===== src/rtl/sdram_arbit.sv =====
// sdram_arbit: owns the SDRAM command bus. Grants it to the init, write or
// read engine, or to its own auto-refresh sequencer. Registers the selected
// command, address, bank and write data onto the SDRAM pins.
module sdram_arbit #(
    parameter int REF_PERIOD = 780,  // sclk cycles between refresh requests
    parameter int TRC_CYC    = 7     // cycles spent in S_AREF, AREF cycle included
) (
    input  logic        sclk,
    input  logic        s_rst_n,
    input  logic        init_end,
    input  logic [3:0]  init_cmd,
    input  logic [12:0] init_addr,
    input  logic        wr_req,
    input  logic        flag_wr_end,
    input  logic [3:0]  wr_cmd,
    input  logic [12:0] wr_addr,
    input  logic [1:0]  wr_bank,
    input  logic [15:0] wr_data,
    input  logic        rd_req,
    input  logic        flag_rd_end,
    input  logic [3:0]  rd_cmd,
    input  logic [12:0] rd_addr,
    input  logic [1:0]  rd_bank,
    output logic        wr_en,
    output logic        rd_en,
    output logic        ref_req,
    output logic        sdram_cke,
    output logic        sdram_cs_n,
    output logic        sdram_ras_n,
    output logic        sdram_cas_n,
    output logic        sdram_we_n,
    output logic [1:0]  sdram_bank,
    output logic [12:0] sdram_addr,
    output logic [15:0] sdram_dq_out,
    output logic        sdram_dq_oe
);

    localparam logic [3:0] CMD_NOP  = 4'b0111;
    localparam logic [3:0] CMD_AREF = 4'b0001;

    localparam int REF_W = $clog2(REF_PERIOD);
    localparam int TRC_W = $clog2(TRC_CYC + 1);

    localparam logic [REF_W-1:0] REF_LAST  = REF_W'(REF_PERIOD - 1);
    localparam logic [TRC_W-1:0] AREF_LAST = TRC_W'(TRC_CYC - 1);

    typedef enum logic [4:0] {
        S_INIT  = 5'b00001,
        S_ARBIT = 5'b00010,
        S_AREF  = 5'b00100,
        S_WRITE = 5'b01000,
        S_READ  = 5'b10000
    } state_t;

    state_t             state_q, state_d;
    logic [TRC_W-1:0]   aref_cnt_q, aref_cnt_d;
    logic [REF_W-1:0]   ref_cnt_q, ref_cnt_d;
    logic               ref_req_q, ref_req_d;
    logic               ref_wrap;
    logic [3:0]         cmd_q, cmd_d;
    logic [12:0]        addr_q, addr_d;
    logic [1:0]         bank_q, bank_d;
    logic [15:0]        dq_out_q, dq_out_d;
    logic               dq_oe_q, dq_oe_d;

    // Next state: fixed priority refresh > write > read out of S_ARBIT.
    always_comb begin
        // NOTE: every variable gets a default first so no path through the block infers a latch.
        state_d = state_q;
        case (state_q)
            S_INIT:  if (init_end)                state_d = S_ARBIT;
            S_ARBIT: begin
                if (ref_req_q)                    state_d = S_AREF;
                else if (wr_req)                  state_d = S_WRITE;
                else if (rd_req)                  state_d = S_READ;
            end
            S_AREF:  if (aref_cnt_q == AREF_LAST) state_d = S_ARBIT;
            S_WRITE: if (flag_wr_end)             state_d = S_ARBIT;
            S_READ:  if (flag_rd_end)             state_d = S_ARBIT;
            default:                              state_d = S_INIT;
        endcase
    end

    // Cycle counter inside S_AREF; returns to 0 on the exit cycle so it reads 0 elsewhere.
    always_comb begin
        aref_cnt_d = '0;
        if (state_q == S_AREF && aref_cnt_q != AREF_LAST) begin
            aref_cnt_d = aref_cnt_q + TRC_W'(1);
        end
    end

    // Free-running refresh timer, held at 0 until init completes; a wrap beats the clear on S_AREF entry.
    always_comb begin
        ref_cnt_d = ref_cnt_q;
        ref_wrap  = 1'b0;
        if (!init_end) begin
            ref_cnt_d = '0;
        end else if (ref_cnt_q == REF_LAST) begin
            ref_cnt_d = '0;
            ref_wrap  = 1'b1;
        end else begin
            ref_cnt_d = ref_cnt_q + REF_W'(1);
        end

        ref_req_d = ref_req_q;
        if (ref_wrap) begin
            ref_req_d = 1'b1;
        end else if (state_q != S_AREF && state_d == S_AREF) begin
            ref_req_d = 1'b0;
        end
    end

    // Command mux selected by the current state; the pins get it one cycle later.
    always_comb begin
        cmd_d    = CMD_NOP;
        addr_d   = '0;
        bank_d   = '0;
        dq_out_d = wr_data;
        dq_oe_d  = (state_q == S_WRITE);
        case (state_q)
            S_INIT: begin
                cmd_d  = init_cmd;
                addr_d = init_addr;
            end
            S_WRITE: begin
                cmd_d  = wr_cmd;
                addr_d = wr_addr;
                bank_d = wr_bank;
            end
            S_READ: begin
                cmd_d  = rd_cmd;
                addr_d = rd_addr;
                bank_d = rd_bank;
            end
            S_AREF: begin
                cmd_d = (aref_cnt_q == '0) ? CMD_AREF : CMD_NOP;
            end
            default: ;
        endcase
    end

    // All state and pin registers; reset puts NOP on the bus and drops every grant.
    always_ff @(posedge sclk or negedge s_rst_n) begin
        if (!s_rst_n) begin
            state_q    <= S_INIT;
            aref_cnt_q <= '0;
            ref_cnt_q  <= '0;
            ref_req_q  <= 1'b0;
            cmd_q      <= CMD_NOP;
            addr_q     <= '0;
            bank_q     <= '0;
            dq_out_q   <= '0;
            dq_oe_q    <= 1'b0;
        end else begin
            // NOTE: non-blocking assignments so every flop updates from the same pre-edge values.
            state_q    <= state_d;
            aref_cnt_q <= aref_cnt_d;
            ref_cnt_q  <= ref_cnt_d;
            ref_req_q  <= ref_req_d;
            cmd_q      <= cmd_d;
            addr_q     <= addr_d;
            bank_q     <= bank_d;
            dq_out_q   <= dq_out_d;
            dq_oe_q    <= dq_oe_d;
        end
    end

    assign {sdram_cs_n, sdram_ras_n, sdram_cas_n, sdram_we_n} = cmd_q;
    assign sdram_addr   = addr_q;
    assign sdram_bank   = bank_q;
    assign sdram_dq_out = dq_out_q;
    assign sdram_dq_oe  = dq_oe_q;
    assign sdram_cke    = 1'b1;
    assign wr_en        = (state_q == S_WRITE);
    assign rd_en        = (state_q == S_READ);
    assign ref_req      = ref_req_q;

endmodule


===== config.mk =====
export PLATFORM = sky130hd
export DESIGN_NAME = sdram_arbit
export DESIGN_NICKNAME = d
export VERILOG_FILES = /design/src/rtl/sdram_arbit.sv
export SDC_FILE = /design/constraint.sdc
export NUM_CORES = 1
export LEC_CHECK = 0
export ABC_CLOCK_PERIOD_IN_PS = 2800
export CAP_MARGIN = 30
export CORE_AREA = 2 2 102 104
export CTS_CLUSTER_SIZE = 8
export DETAILED_ROUTE_END_ITERATION = 12
export DIE_AREA = 0 0 104 106
export PLACE_DENSITY = 0.58
export SYNTH_ARGS = -nofsm -noshare
export SYNTH_HDL_FRONTEND = slang
export SYNTH_SLANG_ARGS = --single-unit

===== constraint.sdc =====
create_clock -name sclk -period 2.8 [get_ports sclk]
set_input_delay 0.42 -clock sclk [delete_from_list [all_inputs] [get_ports sclk]]
set_output_delay 0.42 -clock sclk [all_outputs]
set_load 0.01 [all_outputs]

==> metrics.md <==
| Metric | Value |
|---|---|
| Status | `completed` |
| Ant diodes | `0` |
| Row count | `37` |
| Syn Area/Cell | `11.2 µm²` |
| Largest net degree at the start of global routing | `29` |
| Hold Crit Class | `input port to asynchronous set/reset pin` |
| Setup-failing EPs final | `0` |
| Fin. Hold Viols | `0` |
| Die W | `104 µm` |
| Die Y | `106 µm` |
| Number of routed nets with antenna violations | `0` |
| Share of layout cells above drive strength 1 | `9.06%` |
| Worst VDD drop | `0.255 mV` |
| Peak Freq | `411 MHz` |
| Worst Setup End Kind | `output port` |
| Inserted Clock Buffers | `5` |
| Yosys reg bits | `55` |
| Root Driver | `clkbuf_8` |
| Setup CP Type | `flop to output port` |
| Routed wire length | `6630 µm` |
| Die area | `11000 µm²` |
| Hold buffer count at cts | `0` |
| Slew at the pin closest to its max-slew limit | `0.672 ns` |
| Drt drc | `0` |
| Mapped Nets | `298` |
| Area Growth Syn to Fin | `55.5%` |
| Max_slew headroom | `55.2%` |
| Port Buf Inserts | `116` |
| Gr usage total | `12.2%` |
| Share of the cycle needed by the critical path after routing | `86.9%` |
| Netlist cell types | `41` |
| Initial DRC count | `87` |
| YS warnings | `0` |
| Reg2reg path depth | `4` |
| H-Tree Depth | `2` |
| Clock insertion delay at the later pin of the skew report | `0.32 ns` |
| Vias in the first global route | `2066` |
| Post-Syn Area | `2420 µm²` |
| Critical Path AT | `2.01 ns` |
| Crit path required time | `2.38 ns` |
| Setup crit start kind | `flop` |
| Pre-CTS setup slack | `0.720 ns` |
| Worst-path clk slew | `0.11 ns` |
| Setup Buffers After CTS | `0` |
| Hpwl dp | `4980 µm` |
| FF-to-FF End | `sdram_addr[0]` |
| Post-synth top flop | `dfrtp_1` |
| Leakage | `1.57 nW` |
| Core area | `10000 µm²` |
| Worst Skew | `0.0163 ns` |
| Fin nets | `412` |
| Post-CTS resize count | `0` |
| IO Count | `118` |
| Setup TNS | `0 ns` |
| EDFF count, synth | `0` |
| Max-Cap Viols | `0` |
| Sequential cell area | `1380 µm²` |
| FF-to-FF Start | `state_q[0]` |
| DRT Pass-1 Iters | `4` |
| Clock Path Buffers | `2` |
| Footprint of the multi-input gates | `885 µm²` |
| Crit path max fanout | `13` |
| Global route overflow | `0` |
| Filler Cell Count | `1042` |
| Antenna violations before repair | `0` |
| Unrepaired setup endpoints after global routing | `no` |
| Fin crit period | `2.43 ns` |
| Starting Density | `24.2%` |
| Pwr Total | `2.43 mW` |
| Final-report max-slew violation count | `0` |
| TritonCTS clock tree | `built` |
| PwrDens | `646 nW/µm²` |
| Final GP Congestion | `0.734` |
| WL/cell | `14.2 µm` |
| Final setup margin | `0.368 ns` |
| Clk sinks | `55` |
| Vias | `1989` |
| Via-to-Cell Ratio | `4.26` |
| Async set or reset register ratio after synthesis | `100%` |
| First-pass GRT wire length | `10600 µm` |
| Post-synthesis sequential area ratio | `57.1%` |
| Setup slack, reg-to-reg | `1.08 ns` |
| Cells after Synth | `216` |
-- worst max path at each step --
stage,from,end,slack (ns),depth (start not counted)
finish,state_q[3],rd_en,0.37,3
global route,state_q[4],rd_en,0.21,3
CTS,state_q[3],rd_en,0.33,3
detailed placement,state_q[3],rd_en,0.72,3
global placement,state_q[3],rd_en,0.75,3
floorplan,state_q[1],rd_en,1.17,5
-- where the power goes --
group / internal, mW / switching [mW] / leakage [nW] / total, mW
clock network: 0.180 / 0.285 / 0.0485 / 0.465
logic: 0.498 / 0.406 / 0.821 / 0.905
registers: 0.961 / 0.103 / 0.698 / 1.06
-- metrics by stage --
step                      instances  utilization [%]  hold WS (ns)  area (µm²)
after floorplan                 216                -         0.124        2420
after global routing            467             37.6         0.177        3760
after detailed placement        459             36.7         0.457        3670
after global placement          459             36.7         0.449        3670
final                           467             37.6         0.123        3760
after CTS                       467             37.6         0.137        3760
-- placed cells by master (no fill, tap or decap), types with 3 or more instances in the layout --
master / synthesis / routed
nand3_1: 3 / 3
o32ai_1: 3 / 3
nor2_1: 19 / 19
a22o_1: 5 / 5
clkdlybuf4s50_1: 0 / 115
inv_1: 12 / 12
nand4_1: 4 / 4
ha_1: 4 / 4
dfrtp_1: 51 / 51
dfstp_2: 4 / 4
and2_1: 3 / 3
o21ai_0: 3 / 3
clkbuf_8: 0 / 5
nor3_1: 5 / 5
a22oi_2: 10 / 10
nand2_1: 39 / 39
a21oi_1: 3 / 3
a22oi_1: 5 / 5
xor2_1: 4 / 4
xnor2_1: 5 / 5
-- synthesized netlist by cell type, drive strengths merged, types with 2 or more instances --
master,count,area share (%)
a21oi,3,0.62
a221oi,2,0.72
a22o,5,1.8
a22oi,15,6.7
and2,3,0.78
buf,12,4.5
dfrtp,51,53
dfstp,4,4.3
ha,4,2.1
inv,12,1.9
nand2,39,6.0
nand3,3,0.62
nand3b,2,0.62
nand4,4,1.0
nor2,20,3.8
nor3,6,1.7
o21ai,4,0.83
o31ai,2,0.62
o32ai,3,1.1
or3,2,0.52
xnor2,5,1.8
xor2,4,1.4
-- registers in the layout, indices dropped and copies added (netlist names) --
name / flops
sdram_dq_out: 16
sdram_addr: 13
ref_cnt_q: 10
state_q: 5
cmd_q: 4
aref_cnt_q: 3
sdram_bank: 2
ref_req: 1
sdram_dq_oe: 1
-- logic make-up (layout without fill, tap and decap cells) --
kind of cell,count (synthesis),in the layout,synth area share (%)
AND/OR/NAND/NOR,87,87,18.0
flip-flops,55,55,57.1
AO/OA/AOI/OAI,36,36,13.0
buffers and inverters,24,139,6.36
XOR/XNOR,9,9,3.26
adder cells (fa/ha/maj),4,4,2.07
other,1,1,0.155
-- layer usage --
metal / part of all wire (%) / wire length [µm] / global-route usage (%) / vias up
met5: 0 / 0 / 0 / -
met4: 1.4 / 96 / 4.05 / 0
met3: 6.1 / 406 / 2.94 / 7
met2: 48 / 3210 / 20.7 / 77
met1: 44 / 2920 / 15.4 / 945
li1: - / - / - / 960
-- layout make-up --
class / instances / area share [%]
well taps: 136 / 4.52
clock buffers: 5 / 1.83
repair buffers: 119 / 31.6
flip-flops and latches: 55 / 36.7
multi-input cells: 137 / 23.5
inverters: 12 / 1.20
clock inverters: 3 / 0.598
-- worst max-delay path, cell delays in order (launching register included) --
cell and delay (ns):
dfrtp_1 0.54, nor2b_1 0.34, and2_1 0.25, clkdlybuf4s50_1 0.57
(Power assumes the default switching activity.)
